File: src/rtl/pll_lock_detect_if.sv
// Bundle of the lock detector's functional signals (everything except clock/reset).
// With PLL_LOCK_LOL_EN defined the sticky loss-of-lock pair lol_flag/lol_clr
// is added; otherwise those signals do not exist.
interface pll_lock_detect_if #(
  parameter int CNT_W = 8
);
  logic             enable;
  logic             osc;
  logic [4:0]       div;
  logic             locked;
  logic [CNT_W-1:0] meas;
  logic             meas_valid;
`ifdef PLL_LOCK_LOL_EN
  logic             lol_flag;
  logic             lol_clr;

  modport master (output enable, osc, div, lol_clr,
                  input  locked, meas, meas_valid, lol_flag);
  modport slave  (input  enable, osc, div, lol_clr,
                  output locked, meas, meas_valid, lol_flag);
`else
  modport master (output enable, osc, div,
                  input  locked, meas, meas_valid);
  modport slave  (input  enable, osc, div,
                  output locked, meas, meas_valid);
`endif
endinterface

File: src/rtl/pll_lock_detect.sv
// PLL lock detector, clocked by the PLL output clock.
// Measures PLL cycles per reference (osc) period, compares against div with a
// +/-TOL window, and runs an IDLE/ACQUIRE/LOCKED FSM with hysteresis.
// Optional feature macro: PLL_LOCK_LOL_EN (sticky loss-of-lock flag).
module pll_lock_detect #(
  parameter int CNT_W      = 8,
  parameter int TOL        = 1,
  parameter int LOCK_CNT   = 16,
  parameter int UNLOCK_CNT = 2
) (
  input  logic               clock,
  input  logic               reset,
  pll_lock_detect_if.slave   bus
);

  localparam int EW = CNT_W + 1;
  localparam int GW = $clog2(LOCK_CNT + 1);
  localparam int BW = $clog2(UNLOCK_CNT + 1);
  localparam logic [CNT_W-1:0] CNT_MAX     = {CNT_W{1'b1}};
  localparam logic [GW-1:0]    LOCK_LAST   = GW'(LOCK_CNT - 1);
  localparam logic [BW-1:0]    UNLOCK_LAST = BW'(UNLOCK_CNT - 1);

  typedef enum logic [1:0] {IDLE = 2'd0, ACQUIRE = 2'd1, LOCKED = 2'd2} state_t;

  state_t           state_q, state_d;
  logic             osc_s1_q, osc_s2_q, osc_e_q;
  logic [CNT_W-1:0] per_cnt_q, per_cnt_d;
  logic [CNT_W-1:0] meas_q, meas_d;
  logic             meas_valid_q, meas_valid_d;
  logic             locked_q, locked_d;
  logic             armed_q, armed_d;
  logic [GW-1:0]    good_q, good_d;
  logic [BW-1:0]    bad_q, bad_d;

  logic             tick;
  logic             timeout;
  logic             match;
  logic [CNT_W-1:0] meas_new;

  function automatic logic [CNT_W-1:0] sat_inc(input logic [CNT_W-1:0] v);
    return (v == CNT_MAX) ? v : v + CNT_W'(1);
  endfunction

  // Widened unsigned compare so |meas - div| never wraps.
  function automatic logic in_tol(input logic [CNT_W-1:0] m, input logic [4:0] d);
    logic [EW-1:0] a, b, diff;
    a    = EW'(m);
    b    = EW'(d);
    diff = (a >= b) ? (a - b) : (b - a);
    return (d != 5'd0) && (diff <= EW'(TOL));
  endfunction

  assign tick     = osc_s2_q & ~osc_e_q;
  assign timeout  = (per_cnt_q == CNT_MAX) && !tick;
  assign meas_new = sat_inc(per_cnt_q);
  assign match    = in_tol(meas_new, bus.div);

  // osc synchroniser + edge register; free-running so edges are seen right after enable
  always_ff @(posedge clock) begin
    if (reset) begin
      osc_s1_q <= 1'b0;
      osc_s2_q <= 1'b0;
      osc_e_q  <= 1'b0;
    end else begin
      osc_s1_q <= bus.osc;
      osc_s2_q <= osc_s1_q;
      osc_e_q  <= osc_s2_q;
    end
  end

  // Next-state: period counter, measurement capture and lock FSM
  always_comb begin
    state_d      = state_q;
    per_cnt_d    = sat_inc(per_cnt_q);
    meas_d       = meas_q;
    meas_valid_d = 1'b0;
    locked_d     = locked_q;
    armed_d      = armed_q;
    good_d       = good_q;
    bad_d        = bad_q;
    if (!bus.enable) begin
      state_d   = IDLE;
      per_cnt_d = '0;
      locked_d  = 1'b0;
      armed_d   = 1'b0;
      good_d    = '0;
      bad_d     = '0;
    end else begin
      case (state_q)
        IDLE: begin
          state_d = ACQUIRE;
          armed_d = 1'b0;
          good_d  = '0;
          bad_d   = '0;
        end
        ACQUIRE, LOCKED: begin
          if (tick) begin
            per_cnt_d = '0;
            armed_d   = 1'b1;
            // first tick after (re)start only arms the measurement
            if (armed_q) begin
              meas_d       = meas_new;
              meas_valid_d = 1'b1;
              if (state_q == ACQUIRE) begin
                if (!match) begin
                  good_d = '0;
                end else if (good_q == LOCK_LAST) begin
                  good_d   = good_q + GW'(1);
                  bad_d    = '0;
                  state_d  = LOCKED;
                  locked_d = 1'b1;
                end else begin
                  good_d = good_q + GW'(1);
                end
              end else begin
                if (match) begin
                  bad_d = '0;
                end else if (bad_q == UNLOCK_LAST) begin
                  bad_d    = '0;
                  good_d   = '0;
                  state_d  = ACQUIRE;
                  locked_d = 1'b0;
                end else begin
                  bad_d = bad_q + BW'(1);
                end
              end
            end
          end else if (timeout) begin
            // osc missing: treat as a miss and restart measurement
            per_cnt_d = '0;
            armed_d   = 1'b0;
            good_d    = '0;
            bad_d     = '0;
            state_d   = ACQUIRE;
            locked_d  = 1'b0;
          end
        end
        default: state_d = IDLE;
      endcase
    end
  end

  // State and datapath registers
  always_ff @(posedge clock) begin
    if (reset) begin
      state_q      <= IDLE;
      per_cnt_q    <= '0;
      meas_q       <= '0;
      meas_valid_q <= 1'b0;
      locked_q     <= 1'b0;
      armed_q      <= 1'b0;
      good_q       <= '0;
      bad_q        <= '0;
    end else begin
      state_q      <= state_d;
      per_cnt_q    <= per_cnt_d;
      meas_q       <= meas_d;
      meas_valid_q <= meas_valid_d;
      locked_q     <= locked_d;
      armed_q      <= armed_d;
      good_q       <= good_d;
      bad_q        <= bad_d;
    end
  end

  assign bus.locked     = locked_q;
  assign bus.meas       = meas_q;
  assign bus.meas_valid = meas_valid_q;

`ifdef PLL_LOCK_LOL_EN
  logic lol_set;
  logic lol_q, lol_d;

  assign lol_set = (state_q == LOCKED) && (state_d == ACQUIRE);

  // Sticky loss-of-lock; a set on the same cycle as a clear takes priority
  always_comb begin
    lol_d = lol_q;
    if (lol_set)          lol_d = 1'b1;
    else if (bus.lol_clr) lol_d = 1'b0;
  end

  // Loss-of-lock register
  always_ff @(posedge clock) begin
    if (reset) lol_q <= 1'b0;
    else       lol_q <= lol_d;
  end

  assign bus.lol_flag = lol_q;
`endif

endmodule

File: src/flat_wrapper.sv
// flat-port wrapper written by rule: the top's interface ports become plain ports
module pll_lock_detect_flat 
#(
  parameter int CNT_W      = 8,
  parameter int TOL        = 1,
  parameter int LOCK_CNT   = 16,
  parameter int UNLOCK_CNT = 2
)
  (clock, reset, bus_enable, bus_osc, bus_div, bus_locked, bus_meas, bus_meas_valid);
  pll_lock_detect_if #(.CNT_W(CNT_W)) bus_i ();
  input  logic clock;
  input  logic reset;
  input wire logic [$bits(bus_i.enable)-1:0] bus_enable;
  input wire logic [$bits(bus_i.osc)-1:0] bus_osc;
  input wire logic [$bits(bus_i.div)-1:0] bus_div;
  output wire logic [$bits(bus_i.locked)-1:0] bus_locked;
  output wire logic [$bits(bus_i.meas)-1:0] bus_meas;
  output wire logic [$bits(bus_i.meas_valid)-1:0] bus_meas_valid;
  assign bus_i.enable = bus_enable;
  assign bus_i.osc = bus_osc;
  assign bus_i.div = bus_div;
  assign bus_locked = bus_i.locked;
  assign bus_meas = bus_i.meas;
  assign bus_meas_valid = bus_i.meas_valid;
  pll_lock_detect #(.CNT_W(CNT_W), .TOL(TOL), .LOCK_CNT(LOCK_CNT), .UNLOCK_CNT(UNLOCK_CNT)) u_core (.clock(clock), .reset(reset), .bus(bus_i));
endmodule
File: config.mk
export PLATFORM = sky130hd
export DESIGN_NAME = pll_lock_detect_flat
export DESIGN_NICKNAME = d
export VERILOG_FILES = /design/src/rtl/pll_lock_detect_if.sv /design/src/rtl/pll_lock_detect.sv /design/src/flat_wrapper.sv
export SDC_FILE = /design/constraint.sdc
export NUM_CORES = 1
export LEC_CHECK = 0
export BUFFER_PORTS_ARGS = -buffer_cell sky130_fd_sc_hd__buf_2
export CELL_PAD_IN_SITES_DETAIL_PLACEMENT = 2
export CELL_PAD_IN_SITES_GLOBAL_PLACEMENT = 2
export CORE_MARGIN = 5
export CORE_UTILIZATION = 32
export CTS_CLUSTER_SIZE = 8
export DETAILED_ROUTE_END_ITERATION = 8
export GPL_ROUTABILITY_DRIVEN = 0
export PLACE_DENSITY_LB_ADDON = 0.1
export SLEW_MARGIN = 25
export SYNTH_ARGS = -nofsm -noshare
export SYNTH_HDL_FRONTEND = slang
export SYNTH_SLANG_ARGS = --single-unit
File: constraint.sdc
create_clock -name clock -period 4 [get_ports clock]
set_input_delay 0.8 -clock clock [delete_from_list [all_inputs] [get_ports clock]]
set_output_delay 0.8 -clock clock [all_outputs]
set_load 0.005 [all_outputs]
== Word-level counts from Yosys, hierarchy flattened ==
Cells that the tools add are included.
Storage, ports and cells
  register bits after elaboration: 31
  input bits: 9
  output and inout bits: 10
  logic and storage cells: 98
Operators by class
  add/subtract/negate cells: 5
  $lt $le $gt $ge: 2
  equal/unequal tests: 17
  muxes and demuxes: 42
  bitwise logic cells: 5
  reductions and logical operators: 16
Operator list (number)
  $mux W5: 7
  $mux W2: 16
  $mux W8: 4
  $ne A4 B4 Y1 const B: 5
  $ne A3 B3 Y1 const B: 4
  $mux W1: 10
  $pmux W5 S2: 1
  $reduce_and A5 Y1: 2
  $le A9 B1 Y1 const B: 1
  $mux W9: 1
  $sub A5 B8 Y9: 1
  $sub A8 B5 Y9: 1
  $add A8 B1 Y8 const B: 1
  $eq A8 B8 Y1 const B: 1
  $ge A8 B5 Y1: 1
  $pmux W2 S2: 2
  $reduce_and A7 Y1: 1
  $reduce_and A6 Y1: 1
  $add A5 B1 Y5 const B: 1
  $eq A5 B4 Y1 const B: 1
  $reduce_bool A5 Y1: 1
  $eq A2 B1 Y1 const B: 2
  $not A1 Y1: 4
  $reduce_and A4 Y1: 1
  other kinds (14): 17

== Logic depth before layout (Yosys ltp) ==
Gate-level depths: netlist of run 1.
  word-level depth: 11
  depth in mapped cells: 19
  depth with buffers taken out: 17

== Least setup slack after synthesis of run 1 ==
OpenSTA, ideal clock, no wires.
  path kind: reg-to-reg
  from: reg u_core.per_cnt_q[0]
  to: reg u_core.state_q[0]
  library setup time: 0.072 ns
  data arrival time: 3.889 ns
  required time: 3.928 ns
  slack: 0.040 ns
  cell stages (with the launch flop): 18
  buffers on the path: 1
  period minus slack after synthesis: 3.960 ns
  cell sequence: dfxtp_1 -> ha_1 -> nand2_1 -> nor2_1 -> and2_1 -> mux2i_1 -> inv_1 -> ha_1 -> nor2b_1 -> o2111a_1 -> or2_2 -> o311ai_0 -> o22a_1 -> nor4_4 -> and2_1 -> buf_2 -> a211oi_1 -> mux2i_1
On the way
  cells in the longest elaborated chain, start to end: 8
  elaborated cells between the ends (all ways): 15
  classes of those cells: add/sub: 3; order compare: 2; eq/ne: 5; mux: 2; reduce/logical: 3
RTL lines
  start: declaration: line pll_lock_detect.sv:27  | logic [CNT_W-1:0] per_cnt_q, per_cnt_d;
  start signal: assignment: line pll_lock_detect.sv:156  | per_cnt_q <= per_cnt_d;
  $add A8 B1 Y8 / $eq A8 B8 Y1 (equally long branches): line pll_lock_detect.sv:41  | return (v == CNT_MAX) ? v : v + CNT_W'(1);
  $mux W8 (*): line pll_lock_detect.sv:41
  net u_core.meas_new[1]: line pll_lock_detect.sv:38  | logic [CNT_W-1:0] meas_new;
  $sub A5 B8 Y9, or another cell as far along: line pll_lock_detect.sv:49  | diff = (a >= b) ? (a - b) : (b - a);
  $mux W9 (*): line pll_lock_detect.sv:49
  $le A9 B1 Y1 (*): line pll_lock_detect.sv:50  | return (d != 5'd0) && (diff <= EW'(TOL));
  $logic_and A1 B1 Y1 (*): line pll_lock_detect.sv:50
  $ne A4 B4 Y1 (no line)
  $reduce_and A6 Y1 (no line) (*)
  end signal: assignment: line pll_lock_detect.sv:155  | state_q <= state_d;
  end: declaration: line pll_lock_detect.sv:25  | state_t state_q, state_d;
Mark *: on every way through the listed nets, which the timed path passes. The rest lies on a longest branch.
A chain may end at the register's enable or synchronous reset.

== Final worst setup path of run 1 ==
  from: reg u_core.per_cnt_q[1]
  to: reg u_core.good_q[4]
On the way
  cells in the longest elaborated chain, start to end: 11
  elaborated cells between the ends (all ways): 18
  classes of those cells: add/sub: 3; order compare: 2; eq/ne: 3; mux: 7; reduce/logical: 3
RTL lines
  $add A8 B1 Y8 / $eq A8 B8 Y1 (equally long branches): line pll_lock_detect.sv:41
  $mux W8 (*): line pll_lock_detect.sv:41
  net u_core.meas_new[1]: line pll_lock_detect.sv:38
  $sub A5 B8 Y9, or another cell as far along: line pll_lock_detect.sv:49
  $mux W9 (*): line pll_lock_detect.sv:49
  $le A9 B1 Y1 (*): line pll_lock_detect.sv:50
  $logic_and A1 B1 Y1 (*): line pll_lock_detect.sv:50
  $mux W5: line pll_lock_detect.sv:105  | if (!match) begin
  $mux W5: line pll_lock_detect.sv:104  | if (state_q == ACQUIRE) begin
  $mux W5: line pll_lock_detect.sv:101  | if (armed_q) begin
  $mux W5: line pll_lock_detect.sv:97  | if (tick) begin
  $pmux W5 S2: line pll_lock_detect.sv:89  | case (state_q)
  end signal: assignment: line pll_lock_detect.sv:161  | good_q <= good_d;
  end: declaration: line pll_lock_detect.sv:32  | logic [GW-1:0] good_q, good_d;
Mark *: on every way through the listed nets, which the timed path passes. The rest lies on a longest branch. The select of a mux whose other input is x is not followed.

==> flow_metrics.py, run 1 <==
metrics = {
    "status": {
        "status": "complete, no violations",
    },
    "routing": {
        "antenna_left": 0,
        "wire_per_inst_um": 17.3,
        "via_per_inst": 5.40,
        "drt_pass1_iterations": 4,
        "first_iter_violations": 21,
        "drc_errors": 0,
        "vias": 2144,
        "drt_wl_total_um": 6870,
    },
    "placement": {
        "io_buffers": 18,
        "dpl_cell_area_um2": 2480,
        "dp_hpwl_um": 5340,
        "dp.cells": 386,
        "dp_slack_ns": 0.00211,
    },
    "clock_tree": {
        "htreeDepth": 2,
        "cts_root_buf": "clkbuf_8",
        "tritoncts": "yes",
        "cts_buffers": 5,
        "clk_pin_slew_ns": 0.07,
        "cts_sinks": 31,
        "cts_hold_buf": 0,
        "cts_max_path_buffers": 2,
        "clk_latency_ns": 0.28,
    },
    "floorplan": {
        "io_pins": 19,
        "die_h_um": 92.2,
        "die-area_um2": 8500,
        "start_util_pct": 32.4,
        "num_rows": 30,
        "die_w_um": 92.2,
        "core_area_um2": 6680,
    },
    "timing": {
        "postLayoutSetupSlackWorst_ns": 0.143,
        "tightestPinTransition_ns": 0.683,
        "clock_skew_ns": 0.0113,
        "fmax_ghz": 0.259,
        "setup_viol": 0,
        "relSlewSlack_pct": 54.4,
        "finalCriticalPeriod_ns": 3.86,
        "finalCritPeriodShare_pct": 96.4,
        "hold_viol": 0,
        "slew_viol_final": 0,
    },
    "layout": {
        "final_cells": 397,
        "nets": 345,
        "n_antenna_cell": 0,
        "post-route-cell-area_um2": 2660,
        "drive_above_1_share_pct": 23.7,
        "area_growth_pct": 23.1,
        "post-route-util_pct": 39.8,
    },
    "synthesis": {
        "synth.largest_area_cell": "dfxtp_1",
        "yosysWarnings": 0,
        "synth_area_leaders": "dfxtp_1, ha_1, nor2_1",
        "synth_edf_count": 0,
        "async_flop_share_pct": 0,
        "synth_cell_type_count": 58,
        "yosys.area.top_type_share_pct": 28.7,
        "synth_cells": 276,
        "synth_ff_type": "dfxtp_1",
        "seq_area_frac_synth_pct": 28.7,
        "synth_seq_cells": 31,
        "netlist_area_um2": 2160,
        "post_synth.cell_area_avg_um2": 7.83,
        "syn-num-nets": 304,
    },
    "setup_path": {
        "critical_path_class": "flop to flop",
        "crit_start": "u_core.per_cnt_q[1]",
        "cp-end-kind": "flop",
        "crit_chain": "ha_1 > nand2_1 > nor2_2 > and2_4 > mux2i_4 > inv_1 > ha_1 > buf_4 > a41oi_4 > o21a_4 > a21oi_1 > or3_1 > nor4_4 > nand2_2 > or4_1 > mux2i_1",
        "worstPathRequired_ns": 4.21,
        "critPathLaunchType": "flop",
        "slowest_delay_ns": 0.49,
        "r2r-start": "u_core.per_cnt_q[1]",
        "crit_slowest_cell": "or4_1",
        "cp_max_fo": 6,
        "arrival_ns": 4.07,
        "crit_top_cell": "ha_1",
    },
    "hold_path": {
        "hold_path.class": "flop to flop",
        "hp-start": "u_core.osc_s1_q",
    },
    "pwr": {
        "vdd_ir_drop_max_v": 0.000155,
        "p_per_area_nw_per_um2": 263,
        "power.total_uw": 699,
        "power_leakage_uw": 0.00114,
    },
    "global_routing": {
        "grt-ovfl-total": 0,
        "grt_pass1_wl_um": 11100,
        "track_usage_pct": 16.4,
        "antenna_found_initial": 0,
        "grt_max_degree": 17,
        "grt_pass1_vias": 2257,
    },
    "job": {
        "drv_cap": 0,
    },
}
==> layout by cell type, fill, tap and decap left out, types with 3 or more instances in the layout <==
cell type,n
nor3_1,10
nand4_1,6
nand3_1,3
buf_2,18
or3_1,3
o21ai_0,13
a31oi_1,3
a21o_1,3
ha_1,15
nor2_1,34
nor2b_1,11
dfxtp_1,29
nand2b_1,4
clkbuf_8,6
nand2_1,23
buf_4,26
a21oi_1,22
inv_1,21
mux2i_1,4
==> power by group <==
| group | switching, µW | internal (µW) |
|---|---|---|
| Sequential | 2.72 | 312 |
| Clock | 115 | 135 |
| Combinational | 77.1 | 57.1 |
==> cells in the mapped netlist, types with 2 or more instances <==
library cell  number
a211oi_1           3
a21o_1             3
a21oi_1           22
a22oi_1            2
a31oi_1            3
and2_1             3
and3_1             2
buf_2              3
clkbuf_1           6
dfxtp_1           31
fa_1               2
ha_1              17
inv_1             21
mux2i_1            5
nand2_1           23
nand2b_1           4
nand3_1            3
nand4_1            6
nor2_1            35
nor2b_1           11
nor3_1            10
o2111a_1           2
o2111ai_1          2
o21a_1             3
o21a_2             2
o21ai_0           13
o22a_1             2
o22ai_1            2
o32ai_1            2
or2_2              2
or3_1              3
xor2_1             2
==> critical path, delay by kind of cell, from the launching register on <==
| family | cells | cell delay [ns] |
|---|---|---|
| simple gates | 7 | 1.83 |
| compound gates | 3 | 0.51 |
| fa+ha+maj | 2 | 0.48 |
| flops | 1 | 0.37 |
| mux | 2 | 0.36 |
| buf+inv | 2 | 0.26 |
==> layer usage <==
layer  global-route usage (%)  vias up  wire (µm)
met4                     4.46        0         62
met1                     21.0     1059       3320
met3                     2.30        5        111
li1                         -     1060          -
met5                        0        -          0
met2                     28.7       20       3370
==> per-stage QoR <==
step	hold WS [ns]	TNS, ns
2_1_floorplan	0.414	0
3_3_place_gp	0.416	0
3_5_place_dp	0.432	0
4_1_cts	0.449	0
5_1_grt	0.468	-0.199
6_report	0.441	0
==> sequential cells by signal (all words and copies together) (netlist names) <==
register	cells
u_core.osc_s2_q	1
u_core.osc_s1_q	1
u_core.bus.meas_valid	1
u_core.bus.meas	8
u_core.good_q	5
u_core.bus.locked	1
u_core.osc_e_q	1
u_core.armed_q	1
u_core.per_cnt_q	8
u_core.bad_q	2
u_core.state_q	2
==> cells by family after synthesis <==
logic type	synth area share [%]
muxes	2.95
AOI/OAI and AO/OA	24.1
and+or+nand+nor	25.8
xor gates and xnor gates	1.22
buffers and inverters	5.56
DFF	28.7
adders and majority gates	11.7
==> path summary, 6_finish.rpt <==
| kind | slack (ns) | to | cells after the start |
|---|---|---|---|
| worst max-delay path | 0.14 | u_core.good_q[4] | 16 |
| worst max register to register | 0.14 | u_core.good_q[4] | 16 |
| worst min register to register | 0.44 | u_core.osc_s2_q | 1 |
| worst min-delay path | 0.44 | u_core.osc_s2_q | 1 |
==> what timing repair did <==
item	CTS	global route
pin swaps	0	3
resized for setup	1	14
setup endpoints to repair	2	8
setup buffers	0	4
hold endpoints to repair	0	0
==> area by class of cell <==
class / instances / area, µm²
well taps: 80 / 100
clock inverters: 1 / 5.00
multi-input cells: 214 / 1490
clock buffers: 6 / 82.6
flip-flops and latches: 31 / 623
inverters: 21 / 78.8
repair buffers: 44 / 285
fillers: 771 / 4020
(Power assumes the default switching activity.)
==> run 2: changes to the inputs <==
- ABC_AREA: default -> 1
- CORE_UTILIZATION: 32 -> 31
==> run 2 against run 1 <==
Compared with the run above: die area rose by 20%; flip-flop and latch count did not move; final cell count rose by 30%; maximum frequency rose by 3.3%; clock skew fell by 0.0045 ns; design area rose by 13%; global-route usage barely moved; critical endpoint is now u_core.state_q[0]; largest power group is now clock; highest routed layer unchanged.
==> flow_metrics.py, run 2 <==
metrics = {
    "synthesis": {
        "synth_ff_type": "dfxtp_1",
        "synth_cells": 382,
        "yosys.area.top_type_share_pct": 24.3,
        "synth_area_leaders": "dfxtp_1, nand2_1, inv_1",
        "yosys-top-cells-count": "nand2_1, inv_1, nor2_1",
        "yosysWarnings": 0,
        "seq_area_frac_synth_pct": 24.3,
        "yosysMostFrequentCell": "nand2_1",
        "synth.largest_area_cell": "dfxtp_1",
        "syn-num-nets": 410,
        "synth_edf_count": 0,
        "post_synth.cell_area_avg_um2": 6.69,
        "synth_seq_cells": 31,
        "synth_cell_type_count": 36,
        "netlist_area_um2": 2560,
        "async_flop_share_pct": 0,
    },
    "timing": {
        "postLayoutSetupSlackWorst_ns": 0.265,
        "relSlewSlack_pct": 49.5,
        "fin_tns_setup_ns": 0,
        "slew_viol_final": 0,
        "clock_skew_ns": 0.00672,
        "finalCriticalPeriod_ns": 3.73,
        "fmax_ghz": 0.268,
        "setup_viol": 0,
        "hold_viol": 0,
        "tightestPinTransition_ns": 0.755,
        "finalCritPeriodShare_pct": 93.4,
    },
    "routing": {
        "drc_errors": 0,
        "wire_per_inst_um": 15.0,
        "via_per_inst": 4.81,
        "drt_pass1_iterations": 4,
        "vias": 2480,
        "drt_wl_total_um": 7750,
        "antenna_left": 0,
        "first_iter_violations": 45,
    },
    "setup_path": {
        "slowest_delay_ns": 0.36,
        "critPathLaunchType": "flop",
        "cp-endpoint": "u_core.state_q[0]",
        "critPathBufInv": 4,
        "worstPathRequired_ns": 4.19,
        "crit_start": "u_core.per_cnt_q[0]",
        "crit_slowest_cell": "dfxtp_1",
        "critical_path_class": "flop to flop",
        "cp_max_fo": 13,
        "cp.depth": 24,
        "r2r-start": "u_core.per_cnt_q[0]",
        "r2r_slack_ns": 0.27,
        "crit_chain": "ha_2 > inv_2 > nor2_4 > nand2_8 > inv_2 > nor3_2 > a21oi_2 > ha_4 > a21oi_2 > o21ai_0 > nor2_2 > nand3_4 > nor2_8 > buf_4 > nand3b_1 > nand3_1 > nand3_1 > nor2_4 > buf_4 > nand4_1 > nand3_1 > nor2_1 > nor2_1 > nor2_1",
        "worst-r2r-cell-count": 24,
        "crit_family": "simple AND/OR/NAND/NOR gates",
        "r2r_end": "u_core.state_q[0]",
        "cp-end-kind": "flop",
        "arrival_ns": 3.92,
    },
    "pwr": {
        "power_leakage_uw": 0.00142,
        "p_per_area_nw_per_um2": 298,
        "vdd_ir_drop_max_v": 0.000143,
    },
    "floorplan": {
        "core_area_um2": 8130,
        "start_util_pct": 31.4,
        "io_pins": 19,
        "die_w_um": 101,
        "num_rows": 33,
        "die-area_um2": 10200,
        "die_h_um": 101,
    },
    "global_routing": {
        "track_usage_pct": 16.4,
        "grt_pass1_vias": 2747,
        "antenna_found_initial": 0,
        "grt-ovfl-total": 0,
        "grt_pass1_wl_um": 13300,
        "grt_max_degree": 17,
    },
    "layout": {
        "nets": 438,
        "n_antenna_cell": 0,
        "drive_above_1_share_pct": 21.9,
        "area_growth_pct": 17.3,
        "final_common_cell": "nand2_1",
        "layout_common_cells": "nand2_1, inv_1, nor2_1",
    },
    "status": {
        "status": "complete, no violations",
    },
    "clock_tree": {
        "cts_hold_buf": 0,
        "tritoncts": "yes",
        "clk_latency_ns": 0.29,
        "cts_sinks": 31,
        "htreeDepth": 2,
        "cts_root_buf": "clkbuf_8",
        "cts_max_path_buffers": 2,
        "clk_pin_slew_ns": 0.07,
        "cts_buffers": 5,
    },
    "hold_path": {
        "hold_path.class": "flop to flop",
    },
    "placement": {
        "dp_slack_ns": -0.0610,
        "io_buffers": 18,
        "dp_hpwl_um": 6150,
    },
    "job": {
        "drv_cap": 0,
    },
}
==> run 2: cell types whose count changed after synthesis, sizes merged, moves of 6 or more <==
cell,change
nor2b,-11
nor2,+23
nand2,+60
mux2i,-6
nand3,+37
xor2,+7
inv,+47
==> run 2: what timing repair did <==
action / 4_1_cts / 5_1_grt
gates cloned: 0 / 0
pin swaps: 0 / 6
setup buffers: 0 / 8
gates resized for setup: 2 / 19
setup endpoints to repair: 5 / 10
==> run 2: logic make-up after synthesis <==
| group | share of synthesized area (%) |
|---|---|
| AO/OA/AOI/OAI | 8.86 |
| adder cells (fa/ha/maj) | 9.89 |
| buffers and inverters | 12.3 |
| XOR/XNOR | 4.45 |
| flip-flops | 24.3 |
| AND/OR/NAND/NOR | 40.2 |
==> run 2: how the worst min path moves through the flow <==
stage | start | endpoint | slack (ns) | depth (start not counted)
floorplan | u_core.osc_s1_q | u_core.osc_s2_q | 0.39 | 2
global placement | u_core.osc_s1_q | u_core.osc_s2_q | 0.41 | 2
detailed placement | u_core.osc_s1_q | u_core.osc_s2_q | 0.42 | 2
CTS | u_core.osc_s1_q | u_core.osc_s2_q | 0.43 | 2
global route | u_core.osc_s1_q | u_core.osc_s2_q | 0.45 | 2
finish | u_core.osc_s1_q | u_core.osc_s2_q | 0.42 | 2
==> run 2: worst register-to-register path: cells and delay by family, from the launching register on <==
family                     cells  cell delay [ns]
AOI/OAI and AO/OA              3             0.50
adders and majority gates      2             0.46
buffers and inverters          4             0.49
DFF                            1             0.36
and+or+nand+nor               15             1.81
==> run 2: cell type report <==
cell class | instances | area, µm²
well taps | 105 | 131
repair buffers | 28 | 165
clock buffers | 6 | 82.6
inverters | 70 | 263
multi-input cells | 274 | 1700
flip-flops and latches | 31 | 622
fillers | 980 | 5130
clock inverters | 2 | 35.0
==> run 2: metal layers <==
metal / track usage, % / up-vias / share of wire [%] / wire [µm]
met5: 0 / - / 0 / 0
met4: 4.15 / 0 / 1.3 / 104
met3: 2.63 / 8 / 1.9 / 144
met2: 28.8 / 26 / 49 / 3820
met1: 20.8 / 1197 / 47 / 3680
li1: - / 1249 / - / -
==> run 2: power by group <==
part	switching, µW	internal [µW]
Combinational	150	84.9
Sequential	6.90	317
Clock	134	202
Total	290	604
==> run 2: stage by stage <==
stage | hold WS [ns] | total power [µW] | util (%) | std cells | instance area [µm²]
2_1_floorplan | 0.388 | 494 | - | 382 | 2560
3_3_place_gp | 0.407 | 547 | 33.7 | 500 | 2740
3_5_place_dp | 0.419 | 552 | 33.7 | 500 | 2740
4_1_cts | 0.431 | 898 | 35.2 | 508 | 2860
5_1_grt | 0.449 | 962 | 36.9 | 516 | 3000
6_report | 0.423 | 894 | 36.9 | 516 | 3000
==> run 3: changes to the inputs <==
- ABC_AREA: 1 -> default
- CORE_MARGIN: 5 -> default
- CORE_UTILIZATION: 31 -> 32
- clock period: 4 -> 3.36 ns (I/O delays scaled with it)
==> run 3 against run 2 <==
Compared with the run above: the run now ends with design-rule violations, negative setup slack left; clock-buffer cell count grew 1; die area fell by 30%; worst setup slack got worse by 0.61 ns; critical path type unchanged.
==> flow_metrics.py, run 3 (synthesis results as in run 1) <==
metrics = {
    "timing": {
        "fmax_ghz": 0.270,
        "slew_viol_final": 0,
        "hold_viol": 0,
        "postLayoutSetupSlackWorst_ns": -0.347,
        "clock_skew_ns": 0.00716,
        "fin_tns_setup_ns": -2.69,
        "relSlewSlack_pct": 57.5,
        "rsz0062_at_grt": "yes",
        "tightestPinTransition_ns": 0.636,
        "finalCritPeriodShare_pct": 110,
        "setup_viol": 10,
        "finalCriticalPeriod_ns": 3.71,
    },
    "global_routing": {
        "use_met2_pct": 51.5,
        "grt_max_degree": 17,
        "met3_usage_pct": 2.75,
        "grt_pass1_vias": 2717,
        "grt-ovfl-total": 0,
        "busiest_layer": "met2",
        "met1_usage_pct": 34.0,
        "track_usage_pct": 27.6,
        "antenna_found_initial": 0,
        "grt_pass1_wl_um": 15100,
    },
    "setup_path": {
        "crit_family": "compound AO/OA/AOI/OAI gates",
        "cp_max_fo": 8,
        "cp-endpoint": "u_core.good_q[3]",
        "r2r-start": "u_core.per_cnt_q[3]",
        "crit_slowest_cell": "o311a_1",
        "critical_path_class": "flop to flop",
        "crit_chain": "nand4_1 > nor2_4 > nand2_4 > nand4_1 > xor2_2 > inv_2 > ha_4 > and2_4 > a41oi_4 > o21ai_4 > o311a_1 > o22a_1 > nor4_4 > buf_4 > and2_4 > a31oi_4 > a211oi_2",
        "arrival_ns": 3.90,
        "critPathBufInv": 2,
        "r2r_end": "u_core.good_q[3]",
        "worstPathRequired_ns": 3.56,
        "worst-r2r-cell-count": 17,
        "r2r_slack_ns": -0.35,
        "critPathLaunchType": "flop",
        "cp-end-kind": "flop",
        "crit_start": "u_core.per_cnt_q[3]",
        "slowest_delay_ns": 0.37,
        "cp.depth": 17,
    },
    "floorplan": {
        "die_w_um": 84.2,
        "start_util_pct": 33.7,
        "io_pins": 19,
        "core_area_um2": 6420,
        "die_h_um": 84.2,
        "num_rows": 29,
        "die-area_um2": 7090,
    },
    "routing": {
        "vias": 2427,
        "drc_errors": 2,
        "wire_per_inst_um": 22.3,
        "first_iter_violations": 63,
        "drt_pass1_iterations": 7,
        "drt_wl_total_um": 9510,
        "antenna_left": 0,
        "via_per_inst": 5.68,
    },
    "layout": {
        "drive_above_1_share_pct": 40.3,
        "final_common_cell": "buf_4",
        "post-route-cell-area_um2": 3140,
        "post-route-util_pct": 48.9,
        "nets": 377,
        "n_antenna_cell": 0,
        "multi_input_area_um2": 1710,
        "n_fill_cell": 721,
        "layout_common_cells": "buf_4, nor2_1, dfxtp_1",
        "area_growth_pct": 45.3,
        "regArea_um2": 631,
    },
    "clock_tree": {
        "cts_sinks": 31,
        "cts_max_path_buffers": 2,
        "clk_latency_ns": 0.28,
        "htreeDepth": 2,
        "clk_pin_slew_ns": 0.07,
        "cts_root_buf": "clkbuf_8",
        "tritoncts": "yes",
        "cts_buffers": 5,
    },
    "placement": {
        "dp_slack_ns": -0.391,
        "io_buffers": 18,
        "dpl_cell_area_um2": 2710,
        "dp_hpwl_um": 6030,
    },
    "pwr": {
        "vdd_ir_drop_max_v": 0.000173,
        "p_per_area_nw_per_um2": 287,
        "power.total_uw": 900,
        "power_leakage_uw": 0.00137,
    },
    "hold_path": {
        "hold_path.class": "flop to flop",
    },
    "status": {
        "violations": "design-rule violations, negative setup slack",
        "status": "finished with violations",
    },
    "job": {
        "drv_cap": 0,
    },
}
-- run 3: cell types whose count changed in the layout (fill, tap and decap cells not counted), moves of 10 or more --
cell / before / now
buf_4: 10 / 57
inv_1: 60 / 19
nand2_1: 77 / 19
nand3_1: 26 / 3
nand3_2: 10 / 0
nor2_1: 45 / 34
nor2b_1: 0 / 10
-- run 3: metrics by stage --
step,hold WS [ns],cells
after floorplan,0.414,276
after global placement,0.429,403
after detailed placement,0.431,403
after CTS,0.451,422
after global routing,0.483,427
final,0.450,427
-- run 3: worst min-delay path by stage --
stage | to | cells after the start | start | slack [ns]
after floorplan | u_core.osc_s2_q | 1 | u_core.osc_s1_q | 0.41
after global placement | u_core.osc_s2_q | 1 | u_core.osc_s1_q | 0.43
after detailed placement | u_core.osc_s2_q | 1 | u_core.osc_s1_q | 0.43
after CTS | u_core.osc_s2_q | 1 | u_core.osc_s1_q | 0.45
after global routing | u_core.osc_s2_q | 1 | u_core.osc_s1_q | 0.48
final | u_core.osc_s2_q | 1 | u_core.osc_s1_q | 0.45
-- run 3: worst register-to-register path, cell delays in order (launching register included) --
cell	delay (ns)
dfxtp_4	0.35
nand4_1	0.17
nor2_4	0.20
nand2_4	0.10
nand4_1	0.14
xor2_2	0.19
inv_2	0.08
ha_4	0.22
and2_4	0.15
a41oi_4	0.25
o21ai_4	0.12
o311a_1	0.37
o22a_1	0.22
nor4_4	0.30
buf_4	0.19
and2_4	0.23
a31oi_4	0.11
a211oi_2	0.23
-- run 3: repair_timing --
action                                  in CTS  in global routing
buffers inserted                            11                  5
resized for setup                           28                 17
pin swaps                                   13                 16
endpoints found under the setup margin      10                 10
hold buffers                                 0                  0
-- run 3: layout make-up --
class,instances,share of cell area [%]
Multi-Input combinational cell,214,54.6
Sequential cell,31,20.1
Timing Repair Buffer,76,16.9
Tap cell,77,3.07
Clock buffer,7,2.75
Inverter,21,2.51
Clock inverter,1,0.159
-- run 3: power breakdown --
part           switching [µW]  internal [µW]  total, µW  leakage (µW)
clock                     146            165        312     0.0000482
sequential               3.58            371        374      0.000254
combinational             120           94.6        214       0.00106
-- run 3: layer usage --
metal / up-vias / wire (µm)
met1: 1231 / 4070
li1: 1121 / -
met4: 0 / 180
met5: - / 0
met3: 19 / 248
met2: 56 / 5010
